File: src/rtl/fan_ctrl_core.sv
// fan_ctrl_core: speed levels, temperature-driven auto mode, off-timer and
// emergency stop merged into one registered controller driving a ramped PWM.
module fan_ctrl_core #(
  parameter int LEVELS      = 3,
  parameter int PWM_BITS    = 8,
  parameter int RAMP_DIV    = 1000,
  parameter int TICK_DIV    = 125_000_000,
  parameter int TIMER_STEPS = 3,
  parameter int TIMER_UNIT  = 3600,
  parameter int TEMP_BASE   = 24,
  parameter int TEMP_STEP   = 2
) (
  input  logic                                 clk,
  input  logic                                 reset_p,
  input  logic                                 speed_pe,
  input  logic                                 auto_pe,
  input  logic                                 timer_pe,
  input  logic [7:0]                           temp,
  input  logic                                 temp_valid,
  input  logic                                 emcy,
  input  logic                                 emcy_en,
  output logic                                 pwm,
  output logic [PWM_BITS-1:0]                  duty,
  output logic [$clog2(LEVELS+1)-1:0]          level,
  output logic                                 auto_mode,
  output logic [1:0]                           state,
  output logic [$clog2(TIMER_STEPS+1)-1:0]     timer_step,
  output logic [15:0]                          timer_sec,
  output logic                                 timeout
);

  localparam int LW       = $clog2(LEVELS + 1);
  localparam int TW       = $clog2(TIMER_STEPS + 1);
  localparam int DUTY_MAX = (1 << PWM_BITS) - 1;
  localparam int RW       = $clog2(RAMP_DIV + 1);
  localparam int SW       = $clog2(TICK_DIV);

  typedef enum logic [1:0] {
    ST_IDLE = 2'd0,
    ST_RUN  = 2'd1,
    ST_EMCY = 2'd2
  } state_t;

  state_t                state_q;
  logic [7:0]            temp_q;
  logic [7:0]            temp_eff;
  logic                  emcy_act;
  logic [LW-1:0]         auto_lvl;
  logic [SW-1:0]         sec_cnt;
  logic                  timer_run;
  logic                  tick;
  logic                  expire;
  logic [RW-1:0]         ramp_cnt;
  logic [PWM_BITS-1:0]   target_q;
  logic [PWM_BITS-1:0]   target_n;
  logic [PWM_BITS-1:0]   pwm_cnt;

  logic [LW-1:0]         level_n;
  logic                  auto_n;
  logic [TW-1:0]         step_n;
  logic [15:0]           sec_n;
  logic                  load;
  state_t                state_n;

  // Auto level: 0 below the base temperature, then one level per TEMP_STEP degrees.
  function automatic logic [LW-1:0] auto_level_of(input logic [7:0] t);
    int lv;
    if (int'(t) < TEMP_BASE) begin
      lv = 0;
    end else begin
      lv = 1 + (int'(t) - TEMP_BASE) / TEMP_STEP;
      if (lv > LEVELS) lv = LEVELS;
    end
    return LW'(lv);
  endfunction

  // Target duty scales linearly so the top level reaches full duty exactly.
  function automatic logic [PWM_BITS-1:0] target_of(input logic [LW-1:0] lv);
    longint v;
    v = (longint'(lv) * longint'(DUTY_MAX)) / longint'(LEVELS);
    return PWM_BITS'(v);
  endfunction

  // Timer preset in seconds, saturated to the 16-bit display range.
  function automatic logic [15:0] timer_load(input logic [TW-1:0] s);
    longint v;
    v = longint'(s) * longint'(TIMER_UNIT);
    if (v > 65535) v = 65535;
    return 16'(v);
  endfunction

  assign emcy_act  = emcy & emcy_en;
  assign temp_eff  = temp_valid ? temp : temp_q;
  assign auto_lvl  = auto_level_of(temp_eff);
  assign timer_run = (state_q == ST_RUN) && !emcy_act && (timer_step != '0);
  assign tick      = timer_run && (sec_cnt == SW'(TICK_DIV - 1));
  assign expire    = tick && (timer_sec == 16'd1);
  assign target_n  = target_of(level);
  assign state     = state_q;

  // Latch the temperature only when the sensor front end qualifies it.
  always_ff @(posedge clk or posedge reset_p) begin
    if (reset_p) temp_q <= 8'd0;
    else if (temp_valid) temp_q <= temp;
  end

  // Next-state decode for buttons and timer; the higher-priority pulse wins.
  always_comb begin
    level_n = level;
    auto_n  = auto_mode;
    step_n  = timer_step;
    sec_n   = timer_sec;
    load    = 1'b0;
    state_n = state_t'(state_q);
    if (!emcy_act && !expire) begin
      if (speed_pe) begin
        auto_n  = 1'b0;
        level_n = (level == LW'(LEVELS)) ? '0 : level + LW'(1);
      end else if (auto_pe) begin
        auto_n = !auto_mode;
        if (!auto_mode) level_n = auto_lvl;
      end else begin
        if (auto_mode) level_n = auto_lvl;
        if (timer_pe && (state_q == ST_RUN)) begin
          step_n = (timer_step == TW'(TIMER_STEPS)) ? '0 : timer_step + TW'(1);
          sec_n  = timer_load(step_n);
          load   = 1'b1;
        end
      end
      if (tick && !load && (timer_sec != 16'd0)) sec_n = timer_sec - 16'd1;
      if ((level_n == '0) && !auto_n) begin
        step_n  = '0;
        sec_n   = 16'd0;
        state_n = ST_IDLE;
      end else begin
        state_n = ST_RUN;
      end
    end
  end

  // Main state machine: emergency freezes everything, expiry shuts the fan off.
  always_ff @(posedge clk or posedge reset_p) begin
    if (reset_p) begin
      state_q    <= ST_IDLE;
      level      <= '0;
      auto_mode  <= 1'b0;
      timer_step <= '0;
      timer_sec  <= 16'd0;
      timeout    <= 1'b0;
    end else begin
      timeout <= 1'b0;
      if (emcy_act) begin
        state_q <= ST_EMCY;
      end else if (expire) begin
        timeout    <= 1'b1;
        level      <= '0;
        auto_mode  <= 1'b0;
        timer_step <= '0;
        timer_sec  <= 16'd0;
        state_q    <= ST_IDLE;
      end else begin
        level      <= level_n;
        auto_mode  <= auto_n;
        timer_step <= step_n;
        timer_sec  <= sec_n;
        state_q    <= state_n;
      end
    end
  end

  // One-second prescaler: restarts on each timer load, holds while not counting.
  always_ff @(posedge clk or posedge reset_p) begin
    if (reset_p) begin
      sec_cnt <= '0;
    end else if (load) begin
      sec_cnt <= '0;
    end else if (timer_run) begin
      sec_cnt <= tick ? '0 : sec_cnt + SW'(1);
    end
  end

  // Soft-start ramp: one duty step per RAMP_DIV clocks, hard zero in emergency.
  always_ff @(posedge clk or posedge reset_p) begin
    if (reset_p) begin
      target_q <= '0;
      duty     <= '0;
      ramp_cnt <= '0;
    end else begin
      target_q <= target_n;
      if (emcy_act) begin
        duty     <= '0;
        ramp_cnt <= '0;
      end else if (target_n != target_q) begin
        ramp_cnt <= '0;
      end else if (ramp_cnt == RW'(RAMP_DIV - 1)) begin
        ramp_cnt <= '0;
        if (duty < target_q) duty <= duty + PWM_BITS'(1);
        else if (duty > target_q) duty <= duty - PWM_BITS'(1);
      end else begin
        ramp_cnt <= ramp_cnt + RW'(1);
      end
    end
  end

  // Free-running PWM period of DUTY_MAX clocks with a registered compare output.
  always_ff @(posedge clk or posedge reset_p) begin
    if (reset_p) begin
      pwm_cnt <= '0;
      pwm     <= 1'b0;
    end else begin
      pwm_cnt <= (pwm_cnt == PWM_BITS'(DUTY_MAX - 1)) ? '0 : pwm_cnt + PWM_BITS'(1);
      pwm     <= (pwm_cnt < duty);
    end
  end

endmodule

File: config.mk
export PLATFORM = sky130hd
export DESIGN_NAME = fan_ctrl_core
export DESIGN_NICKNAME = d
export VERILOG_FILES = /design/src/rtl/fan_ctrl_core.sv
export SDC_FILE = /design/constraint.sdc
export NUM_CORES = 1
export LEC_CHECK = 0
export ABC_AREA = 1
export CORE_MARGIN = 2
export CORE_UTILIZATION = 60
export DETAILED_ROUTE_END_ITERATION = 8
export GPL_TIMING_DRIVEN = 0
export HOLD_SLACK_MARGIN = 0.02
export PLACE_DENSITY = 0.81
export RECOVER_POWER = 100
export SYNTH_ARGS = -nofsm -noshare
export SYNTH_HDL_FRONTEND = slang
export SYNTH_SLANG_ARGS = --single-unit
File: constraint.sdc
create_clock -name clk -period 4.05 [get_ports clk]
set_input_delay 0.81 -clock clk [delete_from_list [all_inputs] [get_ports clk]]
set_output_delay 0.81 -clock clk [all_outputs]
set_load 0.1 [all_outputs]
; Word level (Yosys, flattened, before mapping)
; Cells that the tools add are included.
[word_totals]
register_bits = 94
latch_bits = 0
ram_bits = 0
mem_bits_ro = 0
input_bits = 16
out_inout_bits = 33
word_cells = 131
memories = 0
[classes]
n_addsub = 11
mul = 2
n_div = 1
n_lt_le_gt_ge = 6
n_eq_ne = 13
shifts = 0
mux = 54
n_bitwise = 3
reduce_logical = 28
[ops]
columns = operator, n
row1 = 16-bit 2-to-1 mux, 8
row2 = 27-bit 2-to-1 mux, 3
row3 = "64-bit by 3-bit divider with 64-bit output, second input constant", 1
row4 = 8-bit 2-to-1 mux, 7
row5 = 2-bit 2-to-1 mux, 20
row6 = "2-bit by 32-bit adder with 32-bit output, first input constant", 1
row7 = 32-bit by 1-bit adder with 32-bit output, 1
row8 = "32-bit by 3-bit > comparator with 1-bit output, second input constant", 1
row9 = 10-bit 2-to-1 mux, 3
row10 = "27-bit by 1-bit adder with 27-bit output, second input constant", 1
row11 = "27-bit == test, second input constant", 1
row12 = "2-bit by 8-bit multiplier with 10-bit output, second input constant", 2
row13 = "8-bit by 1-bit adder with 8-bit output, second input constant", 2
row14 = "16-bit by 1-bit == test with 1-bit output, second input constant", 1
row15 = "14-bit by 16-bit > comparator with 1-bit output, second input constant", 1
row16 = 8-bit less-than comparator, 2
row17 = 16-bit nonzero test, 1
row18 = "16-bit by 1-bit subtractor with 16-bit output, second input constant", 1
row19 = 1-bit 2-to-1 mux, 13
row20 = "10-bit by 1-bit adder with 10-bit output, second input constant", 1
row21 = "10-bit == test, second input constant", 1
row22 = 5-bit AND reduction, 2
row23 = 1-bit logical AND, 9
row24 = 3-bit nonzero test, 3
row25 = other kinds (20), 32

; Longest topological paths before layout
; Gate-level depths: netlist (run 1).
[logic_depth]
word_depth = 18
mapped_depth = 32
mapped_depth_nobuf = 32

; Least setup slack after synthesis (run 1)
; OpenSTA, ideal clock, no wires.
[synth_path]
path_kind = input port to flip-flop
startpoint = in temp_valid
endpoint = reg timer_sec[10]
setup_ps = 121
t_arrival_ps = 4198
required_time_ps = 3929
path_slack_ps = -269
path_stages = 29
path_buffers = 1
cell_sequence = buf_6 > nand2_1 > nand2_1 > nand2_1 > nand3_1 > nor2_1 > nand2_1 > ha_1 > inv_1 > ha_1 > nand3_1 > ha_1 > nand2_1 > nor2_1 > nand4_1 > a21oi_2 > nand3_1 > nor2_1 > nand2_1 > nand3_1 > nand2_1 > nand2_1 > nand2_1 > nand2_2 > nand3_4 > o21ai_1 > nand2_1 > nand3_1 > nand2_1
[synth_via]
elab_chain_cells = 17
elab_cells_between_ends = 23
cone_classes = add/sub (3) / order compare (2) / eq/ne (2) / mux (11) / bitwise (1) / reduce/logical (4)
[synth_rtl]
columns = element, line_no
row1 = start: declaration, 19  ; input logic temp_valid,
row2 = 8-bit 2-to-1 mux *, n/a
row3 = net temp_eff[4], 46  ; logic [7:0] temp_eff;
row4 = 8-bit by 5-bit subtractor with 9-bit output, 71  ; lv = 1 + (int'(t) - TEMP_BASE) / TEMP_STEP;
row5 = 1-bit AND (no source line), n/a
row6 = 32-bit by 1-bit adder with 32-bit output (no source line), n/a
row7 = 2-bit by 32-bit adder with 32-bit output, 71
row8 = 32-bit by 3-bit > comparator with 1-bit output, 72  ; if (lv > LEVELS) lv = LEVELS;
row9 = 2-bit 2-to-1 mux, 72
row10 = 2-bit 2-to-1 mux *, 68  ; if (int'(t) < TEMP_BASE) begin
row11 = 2-bit 2-to-1 mux (on tied branches), "123, 121"
row12 = 2-bit 2-to-1 mux *, 119  ; end else if (auto_pe) begin
row13 = 2-bit 2-to-1 mux *, 116  ; if (speed_pe) begin
row14 = 2-bit 2-to-1 mux *, 115  ; if (!emcy_act && !expire) begin
row15 = 2-bit zero test *, 131  ; if ((level_n == '0) && !auto_n) begin
row16 = 1-bit logical AND *, 131
row17 = branches (longest 3 deep; another with 5-bit AND reduction), n/a
row18 = end signal: assignment, 165  ; timer_sec <= sec_n;
row19 = end: declaration, 28  ; output logic [15:0] timer_sec,
; Mark *: on every way through the listed nets, which the timed path passes. The select of a mux whose other input is x is not followed.
; A chain may end at the register's enable or synchronous reset.

; Final worst setup path (run 1)
[layout_path]
startpoint = in temp_valid
endpoint = reg timer_sec[4]
; The elaborated chain is that of the path after synthesis.

==> impl_metrics.env, run 1 <==
export IMPL_ys_seq_area_frac=0.3321
export IMPL_cts_path_max_buffers=2
export IMPL_grt_pass1_wl_microns=27520
export IMPL_min_period_ns=3.929
export IMPL_slew_headroom=0.3234
export IMPL_ys_top_cells_by_area="dfrtp_1, nand2_1, ha_1, inv_1, nor2_1"
export IMPL_fmaxAchievable_mhz=254.5
export IMPL_multiInputGateArea_sq_um=4273
export IMPL_die_height_microns=111.5
export IMPL_fin_cells=1163
export IMPL_gp_congestion=0.9028
export IMPL_ios=49
export IMPL_critical_path_most_common_cell="nand2_2"
export IMPL_vias_per_cell=5.579
export IMPL_slowest_stage="ha_4"
export IMPL_grt_overflow=0
export IMPL_ys_warn_count=0
export IMPL_dieWidth_microns=111.5
export IMPL_yosys_register_bits=92
export IMPL_tns_ns=0
export IMPL_rsz0062_at_grt="yes"
export IMPL_final_nets=1088
export IMPL_post_synth_top_area_cell="dfrtp_1"
export IMPL_synth_nets=1008
export IMPL_fill_cells=893
export IMPL_synth_area_sq_um=6933
export IMPL_min_path_type="flip-flop to flip-flop"
export IMPL_syn_to_final_growth_pct=20.75
export IMPL_first_iter_violations=464
export IMPL_num_vias=6488
export IMPL_drv_cap=0
export IMPL_grt_max_degree=66
export IMPL_status="completed"
export IMPL_period_share=0.9701
export IMPL_ys_async_sr_fraction=1.000
export IMPL_drv_slew=0
export IMPL_die_area_sq_um=12430
export IMPL_antenna_cells=0
export IMPL_startpoint_type="input port"
export IMPL_worstSkewPairLatency_ns=0.36
export IMPL_firstDrtPassIters=5
export IMPL_post_place_cells=1127
export IMPL_ant_nets=0
export IMPL_gr_usage_all_layers=0.2664
export IMPL_finalHoldViolations=0
export IMPL_io_buffer_count=48
export IMPL_p_leak_nw=4.056
export IMPL_core_area_sq_um=11370
export IMPL_grt_antenna_before_repair=0
export IMPL_cts_buffers=9
export IMPL_critPathMaxFanout=8
export IMPL_ctsHtreeMaxLevel=3
export IMPL_route_detailed_wl_per_inst_microns=14.00
export IMPL_yosysUniqueCellTypes=57
export IMPL_path_clk_slew_ns=0.06
export IMPL_post_synth_cell_area_avg_sq_um=7.415
export IMPL_cpPeakStageDelay_ns=0.27
export IMPL_grt_pass1_vias=6085
export IMPL_p_per_area_nw_per_um2=619.0
export IMPL_hpwl_microns=11150
export IMPL_start_util=0.6098
export IMPL_drc=0
export IMPL_vdd_drop_max_mv=0.6288
export IMPL_worst_ep_required_time_ns=4.34
export IMPL_crit_path_end_kind="flip-flop"
export IMPL_cp_arrival_ns=4.22
export IMPL_synth_edf_count=0
export IMPL_drive_above_1_share=0.1373
export IMPL_synthCells=935
export IMPL_worstSetupPathType="input port to flip-flop"
export IMPL_worst_pin_slew_ns=1.012
export IMPL_wl_microns=16280
export IMPL_clock_root_buffer="clkbuf_16"
export IMPL_synth_ff_type="dfrtp_1"
export IMPL_cts_tree="done"
export IMPL_clock_skew_final_ns=0.01026
export IMPL_yosysTopAreaCellShare=0.3321
export IMPL_cts_sinks=92
export IMPL_num_rows=39
export IMPL_final_setup_viol_count=0
export IMPL_regArea_sq_um=2302
where the power goes:
group | internal, mW | total [mW] | switching (mW)
logic | 0.959 | 2.93 | 1.97
clock network | 0.604 | 0.974 | 0.369
registers | 1.07 | 1.27 | 0.201
sequential cells by signal, indices dropped and copies added (netlist names), 2 cells and up:
register	flops
sec_cnt	27
timer_sec	16
ramp_cnt	10
duty	8
pwm_cnt	8
temp_q	8
target_q	6
level	2
state	2
timer_step	2
cells in the mapped netlist (17+ instances only):
cell and instances:
nor3_1 27, xor2_1 29, nand2_2 17, ha_1 56, nor2_1 115, dfrtp_1 92
o21ai_0 35, nand3_1 75, a21oi_1 31, nand4_1 20, nand2_1 198, inv_1 121
through the flow:
stage / utilization / setup WS (ns) / hold WS (ns) / power [mW] / instance area, sq um
6_report: 0.7363 / 0.1210 / 0.4702 / 5.182 / 8372
2_1_floorplan: - / 0.03380 / 0.4335 / 3.493 / 6950
4_1_cts: 0.7221 / 0.007416 / 0.4660 / 5.141 / 8210
5_1_grt: 0.7363 / -0.1618 / 0.4894 / 5.571 / 8372
3_5_place_dp: 0.6719 / -1.212 / 0.4574 / 4.070 / 7640
3_3_place_gp: 0.6693 / -1.140 / 0.4520 / 4.014 / 7610
worst max-delay path: cells and delay by family:
kind            cells  cell delay (ns)
compound gates      1             0.15
simple gates       25             2.26
fa+ha+maj           2             0.43
buf+inv             5             0.56
cell usage in the layout (no fill, tap or decap), types with 29 or more instances in the layout:
cell type	n
a21oi_1	31
clkdlybuf4s50_1	42
dfrtp_1	92
ha_1	52
inv_1	116
nand2_1	184
nand3_1	68
nor2_1	113
o21ai_0	34
xor2_1	29
timing repair:
action | 4_1_cts | 5_1_grt
gates resized for setup | 32 | 35
setup endpoints to repair | 21 | 19
endpoints found under the hold margin | 0 | 0
buffers inserted | 11 | 7
hold buffers | 0 | 0
cloned | 2 | 0
pin swaps | 16 | 25
cells by family after synthesis:
family          Yosys count  synth area share
compound gates           99           0.08392
xor+xnor                 39           0.04927
fa+ha+maj                57            0.1040
buf+inv                 143           0.08410
flops                    92            0.3321
simple gates            505            0.3467
per-layer routing:
| metal | share of wire | global-route usage |
|---|---|---|
| met1 | 0.45 | 0.3504 |
| met2 | 0.48 | 0.4427 |
| met3 | 0.048 | 0.03865 |
| met4 | 0.026 | 0.1136 |
| met5 | 0 | 0 |
area by class of cell:
class,instances,area share
plain buffers,12,0.01136
well taps,143,0.02137
flip-flops and latches,92,0.2750
clock inverters,4,0.01166
clock buffers,12,0.02825
repair buffers,68,0.08235
multi-input cells,701,0.5104
inverters,131,0.05963
final timing paths:
check | start | endpoint | slack (ns) | cells after the start
min reg2reg | sec_cnt[26] | sec_cnt[26] | 0.47 | 1
max reg2reg | temp_q[5] | timer_sec[4] | 0.38 | 31
max in group asynchronous | reset_p | sec_cnt[22] | 2.61 | 3
min | sec_cnt[26] | sec_cnt[26] | 0.47 | 1
max | temp_valid | timer_sec[4] | 0.12 | 33
min in group asynchronous | reset_p | temp_q[5] | 0.79 | 2
Note: power is estimated with default switching activity, not from simulation.
==> run 2: changes to the inputs <==
--- a/config.mk
+++ b/config.mk
@@ -7,11 +7,11 @@
 export LEC_CHECK = 0
 export ABC_AREA = 1
 export CORE_MARGIN = 2
-export CORE_UTILIZATION = 60
+export CORE_UTILIZATION = 65
 export DETAILED_ROUTE_END_ITERATION = 8
 export GPL_TIMING_DRIVEN = 0
 export HOLD_SLACK_MARGIN = 0.02
-export PLACE_DENSITY = 0.81
+export PLACE_DENSITY = 0.87
 export RECOVER_POWER = 100
 export SYNTH_ARGS = -nofsm -noshare
 export SYNTH_HDL_FRONTEND = slang
==> constraint.sdc (replaced) <==
create_clock -name clk -period 4.9 [get_ports clk]
set_input_delay 0.98 -clock clk [delete_from_list [all_inputs] [get_ports clk]]
set_output_delay 0.98 -clock clk [all_outputs]
set_load 0.1 [all_outputs]
==> run 2 against run 1 <==
Net effect:
- the run now ends with max-capacitance violations, max-slew violations left
- sequential share of layout area is 2.2 points higher
- largest cell class unchanged
- critical path type unchanged
- non-clock buffer count decreased by 18
- combinational power decreased by 23%
- highest routed layer unchanged
- die area down 7.4%
- count of clock-buffer cells in the layout shrank 3
- hold slack improved by 0.021 ns
- cell count down 2.4%
==> impl_metrics.env, run 2 (synthesized netlist as in run 1, its figures left out) <==
export IMPL_dieWidth_microns=107.3
export IMPL_ant_nets=0
export IMPL_pre_cts_ws_ns=-0.8652
export IMPL_finalHoldViolations=0
export IMPL_die_area_sq_um=11510
export IMPL_fmaxAchievable_mhz=223.2
export IMPL_p_seq_frac=0.271
export IMPL_fin_area_sq_um=7756
export IMPL_start_util=0.6716
export IMPL_violations="max-capacitance violations, max-slew violations"
export IMPL_worstSkewPairLatency_ns=0.38
export IMPL_cts_buffers=9
export IMPL_crit_path_end_kind="flip-flop"
export IMPL_period_share=0.9145
export IMPL_hpwl_microns=11170
export IMPL_p_per_area_nw_per_um2=497.8
export IMPL_clock_root_buffer="clkbuf_8"
export IMPL_num_vias=6208
export IMPL_worstSetupPathType="input port to flip-flop"
export IMPL_vias_per_cell=5.470
export IMPL_largest_reg_flops=27
export IMPL_min_period_ns=4.481
export IMPL_ctsHtreeMaxLevel=3
export IMPL_reg_top3="sec_cnt: 27 flops, timer_sec: 16 flops, ramp_cnt: 10 flops"
export IMPL_grt_overflow=0
export IMPL_drv_cap=1
export IMPL_first_iter_violations=329
export IMPL_gr_usage_all_layers=0.2778
export IMPL_min_path_type="flip-flop to flip-flop"
export IMPL_p_sw_mw=2.002
export IMPL_core_area_sq_um=10320
export IMPL_drive_above_1_share=0.07708
export IMPL_power_mw=3.861
export IMPL_final_setup_viol_count=0
export IMPL_grt_max_degree=66
export IMPL_timing_hold_ws_ns=0.4913
export IMPL_path_clk_slew_ns=0.09
export IMPL_p_clk_frac=0.144
export IMPL_ios=49
export IMPL_route_detailed_wl_per_inst_microns=13.27
export IMPL_startpoint_type="input port"
export IMPL_slew_headroom=-0.03891
export IMPL_cts_path_max_buffers=2
export IMPL_io_buffer_count=48
export IMPL_grt_pass1_wl_microns=26100
export IMPL_critPathMaxFanout=10
export IMPL_grt_pass1_vias=5890
export IMPL_worst_ep_required_time_ns=5.17
export IMPL_syn_to_final_growth_pct=11.88
export IMPL_final_common_cell="nand2_1"
export IMPL_holdBufCountCts=0
export IMPL_layout_setup_ws_ns=0.4190
export IMPL_final_cell_mix="nand2_1, inv_1, nor2_1, dfrtp_1, nand3_1"
export IMPL_cp_arrival_ns=4.75
export IMPL_placed_cell_area_sq_um=7614
export IMPL_status="complete, but fails checks"
export IMPL_final_nets=1069
export IMPL_cts_sinks=92
export IMPL_wl_microns=15060
export IMPL_sw_frac_of_total=0.5185
export IMPL_worst_pin_slew_ns=1.558
export IMPL_p_int_mw=1.859
export IMPL_top_register="sec_cnt"
export IMPL_drv_slew=66
export IMPL_drc=0
export IMPL_p_leak_nw=3.865
export IMPL_clock_skew_final_ns=0.006259
export IMPL_firstDrtPassIters=5
export IMPL_antenna_cells=0
export IMPL_num_rows=37
export IMPL_combPwrFrac=0.585
export IMPL_die_height_microns=107.3
export IMPL_gp_congestion=0.9130
export IMPL_vdd_drop_max_mv=0.5724
export IMPL_cts_tree="done"
export IMPL_grt_antenna_before_repair=0
-- run 2: cell count changes in the layout (fill, tap and decap cells not counted), moves of 4 or more --
cell,before,now
nand2_1,184,200
o21ai_0,34,38
dlygate4sd3_1,0,37
nand2_4,12,4
nand2_2,25,16
buf_4,17,1
clkbuf_8,0,9
nand3_2,11,6
nand3_1,68,76
clkbuf_16,9,0
clkdlybuf4s50_1,42,10
-- run 2: area by class of cell --
class / instances / area [sq um]
Multi-Input combinational cell: 700 / 4010
Fill cell: 787 / 2567
Sequential cell: 92 / 2302
Timing Repair Buffer: 50 / 495.5
Inverter: 131 / 493.0
Tap cell: 136 / 170.2
Clock buffer: 9 / 123.9
Buffer: 12 / 82.58
Clock inverter: 5 / 78.83
-- run 2: per-stage QoR --
stage	util	TNS, ns	std cells
global route	0.7513	-0.2741	1135
finish	0.7513	0	1135
CTS	0.7589	0	1135
detailed placement	0.7375	-16.48	1120
global placement	0.7346	-14.99	1119
floorplan	-	0	935
-- run 2: path summary, 6_finish.rpt --
| check | startpoint | endpoint | slack (ns) | depth (start not counted) |
|---|---|---|---|---|
| worst min register to register | sec_cnt[26] | sec_cnt[26] | 0.49 | 1 |
| worst max register to register | level[1] | duty[0] | 0.82 | 20 |
| max in group asynchronous | reset_p | duty[1] | 1.57 | 3 |
| worst min-delay path | sec_cnt[26] | sec_cnt[26] | 0.49 | 1 |
| worst max-delay path | temp[4] | timer_sec[3] | 0.42 | 27 |
| min in group asynchronous | reset_p | temp_q[5] | 1.29 | 2 |
-- run 2: power by group through the flow --
stage          Clock (mW)  Combinational (mW)  Sequential, mW
2_1_floorplan           0                1.33            1.55
3_3_place_gp            0                2.24            1.06
3_5_place_dp            0                2.30            1.06
4_1_cts             0.565                2.33            1.05
5_1_grt             0.591                2.52            1.06
6_report            0.557                2.26            1.04
-- run 2: metal layers --
| metal | global-route usage | up-vias | wire (microns) |
|---|---|---|---|
| li1 | - | 3189 | - |
| met1 | 0.3613 | 2838 | 6913 |
| met2 | 0.4715 | 154 | 7204 |
| met3 | 0.04903 | 27 | 707 |
| met4 | 0.08720 | 0 | 238 |
| met5 | 0 | - | 0 |
-- run 2: critical path, stage by stage --
cell and delay, ns:
clkdlybuf4s50_1 0.40, nand2_1 0.06, nand2_1 0.13, nand2_2 0.14, nand3_2 0.11, nor2_4 0.13, nand2_1 0.06, ha_1 0.18
inv_2 0.10, nand4_4 0.13, nor2_4 0.19, nand2_1 0.07, ha_1 0.28, nor4b_1 0.28, nand3_1 0.15, a21oi_2 0.14
nand2_1 0.07, nand3_1 0.10, nand2_1 0.05, nand2_1 0.10, nand2_1 0.08, nand2_2 0.09, nand3_4 0.12, o21ai_1 0.21
nand2_2 0.18, nand3_1 0.11, nand2_1 0.08
-- run 2: repair_timing --
item	in CTS	in global routing
gates resized for setup	3	11
setup buffers	1	0
setup endpoints to repair	21	19
pin swaps	1	1
==> run 3: changes to the inputs <==
--- a/config.mk
+++ b/config.mk
@@ -9,9 +9,10 @@
 export CORE_MARGIN = 2
 export CORE_UTILIZATION = 65
 export DETAILED_ROUTE_END_ITERATION = 8
+export DONT_BUFFER_PORTS = 1
 export GPL_TIMING_DRIVEN = 0
 export HOLD_SLACK_MARGIN = 0.02
-export PLACE_DENSITY = 0.87
+export PLACE_DENSITY = 0.88
 export RECOVER_POWER = 100
 export SYNTH_ARGS = -nofsm -noshare
 export SYNTH_HDL_FRONTEND = slang
==> run 3 against run 2 <==
Net effect:
- the flow still finishes with violations (max-capacitance violations, max-slew violations)
- flip-flop and latch count stayed put
- count of clock-buffer cells in the layout up 1
- worst setup slack got worse by 0.017 ns
- global-route usage shrank 0.43 points
- largest cell class unchanged
- highest routed layer unchanged
==> impl_metrics.env, run 3 (synthesized netlist as in run 1, its figures left out) <==
export IMPL_status="complete, but fails checks"
export IMPL_violations="max-capacitance violations, max-slew violations"
export IMPL_grt_max_degree=70
export IMPL_p_seq_frac=0.428
export IMPL_grt_pass1_wl_microns=25720
export IMPL_die_area_sq_um=11510
export IMPL_power_mw=3.707
export IMPL_period_share=0.9180
export IMPL_fmaxAchievable_mhz=222.3
export IMPL_cts_tree="done"
export IMPL_timing_reg2reg_setup_slack_ns=0.45
export IMPL_gr_usage_all_layers=0.2734
export IMPL_combPwrFrac=0.433
export IMPL_cts_path_max_buffers=2
export IMPL_reg_top3="sec_cnt: 27 flops, timer_sec: 16 flops, ramp_cnt: 10 flops"
export IMPL_final_common_cell="nand2_1"
export IMPL_hpwl_microns=11120
export IMPL_timing_hold_ws_ns=0.4867
export IMPL_start_util=0.6716
export IMPL_grt_overflow=0
export IMPL_die_height_microns=107.3
export IMPL_num_vias=6154
export IMPL_crit_path_end_kind="flip-flop"
export IMPL_p_per_area_nw_per_um2=513.6
export IMPL_gp_congestion=0.8859
export IMPL_utilization=0.6992
export IMPL_cts_setup_buffers=0
export IMPL_placed_cell_area_sq_um=7133
export IMPL_drv_slew=70
export IMPL_rsz0062_at_grt="no"
export IMPL_cts_buffers=9
export IMPL_cts_sinks=92
export IMPL_ant_nets=0
export IMPL_finalHoldViolations=0
export IMPL_route_detailed_wl_per_inst_microns=13.59
export IMPL_p_int_mw=1.713
export IMPL_core_area_sq_um=10320
export IMPL_fin_area_sq_um=7218
export IMPL_grt_pass1_vias=5832
export IMPL_wl_microns=14770
export IMPL_cp_arrival_ns=4.75
export IMPL_worst_pin_slew_ns=1.670
export IMPL_grt_antenna_before_repair=0
export IMPL_p_sw_mw=1.994
export IMPL_syn_to_final_growth_pct=4.115
export IMPL_slowest_stage="nor4b_1"
export IMPL_drive_above_1_share=0.07361
export IMPL_min_path_type="flip-flop to flip-flop"
export IMPL_worst_ep_required_time_ns=5.15
export IMPL_drv_cap=1
export IMPL_top_register="sec_cnt"
export IMPL_worstSkewPairLatency_ns=0.37
export IMPL_vdd_drop_max_mv=0.4819
export IMPL_largest_reg_flops=27
export IMPL_fin_cells=1087
export IMPL_critical_path_most_common_cell="nand2_1"
export IMPL_worstSetupPathType="input port to flip-flop"
export IMPL_drc=0
export IMPL_pre_cts_ws_ns=-0.3029
export IMPL_cpPeakStageDelay_ns=0.31
export IMPL_final_nets=1020
export IMPL_startpoint_type="input port"
export IMPL_p_leak_nw=3.584
export IMPL_ios=49
export IMPL_clock_skew_final_ns=0.01294
export IMPL_sw_frac_of_total=0.5379
export IMPL_min_period_ns=4.498
export IMPL_layout_setup_ws_ns=0.4018
export IMPL_first_iter_violations=316
export IMPL_firstDrtPassIters=5
export IMPL_vias_per_cell=5.661
export IMPL_post_place_cells=1072
export IMPL_final_cell_mix="nand2_1, inv_1, nor2_1, dfrtp_1, nand3_1"
export IMPL_ctsHtreeMaxLevel=3
export IMPL_critPathMaxFanout=11
export IMPL_antenna_cells=0
export IMPL_slew_headroom=-0.1135
export IMPL_num_rows=37
export IMPL_path_clk_slew_ns=0.08
export IMPL_clock_root_buffer="clkbuf_8"
export IMPL_final_setup_viol_count=0
export IMPL_io_buffer_count=0
export IMPL_p_clk_frac=0.139
export IMPL_tns_ns=0
export IMPL_dieWidth_microns=107.3
run 3: cell types whose count changed in the layout (fill, tap and decap cells not counted), moves of 2 or more:
cell	previous run	this run
inv_2	10	8
nor3_2	2	0
clkinv_2	2	0
clkdlybuf4s50_1	10	0
nor3_1	30	32
clkinvlp_4	0	3
inv_1	119	121
dlygate4sd3_1	37	0
run 3: path summary, 6_finish.rpt:
kind                            start           end  cells past startpoint
max                        temp_valid  timer_sec[5]                     29
min                         temp_q[0]     temp_q[0]                      2
max reg2reg                  level[1]   ramp_cnt[7]                     18
min reg2reg                 temp_q[0]     temp_q[0]                      2
max in group asynchronous     reset_p   ramp_cnt[8]                      2
min in group asynchronous     reset_p     temp_q[7]                      1
run 3: final cells by class:
class	instances	area (sq um)
buffer	12	83.83
clock buffer	10	127.6
clock inverter	5	61.31
fill	879	3105
inverter	131	493.0
multi-input combinational	700	3975
sequential	92	2302
tap	136	170.2
timing repair buffer	1	5.005
run 3: layer usage:
| layer | track usage | routed length [microns] | up-vias | share of wire |
|---|---|---|---|---|
| li1 | - | - | 3094 | - |
| met1 | 0.3569 | 6531 | 2872 | 0.44 |
| met2 | 0.4679 | 7212 | 159 | 0.49 |
| met3 | 0.04600 | 782 | 29 | 0.053 |
| met4 | 0.07885 | 247 | 0 | 0.017 |
| met5 | 0 | 0 | - | 0 |
run 3: what timing repair did:
item,4_1_cts,5_1_grt
hold buffers,0,0
gates resized for setup,0,2
setup endpoints to repair,0,19
run 3: power groups by stage:
stage	combinational, mW	clock [mW]	sequential, mW
floorplan	1.33	0	1.55
global placement	1.55	0	1.60
detailed placement	1.61	0	1.60
CTS	1.63	0.525	1.59
global route	1.85	0.553	1.61
finish	1.61	0.514	1.59
run 3: worst max-delay path, delay by kind of cell:
| family | cells | cell delay (ns) |
|---|---|---|
| compound gates | 1 | 0.15 |
| fa+ha+maj | 2 | 0.47 |
| buf+inv | 3 | 0.33 |
| simple gates | 23 | 2.80 |
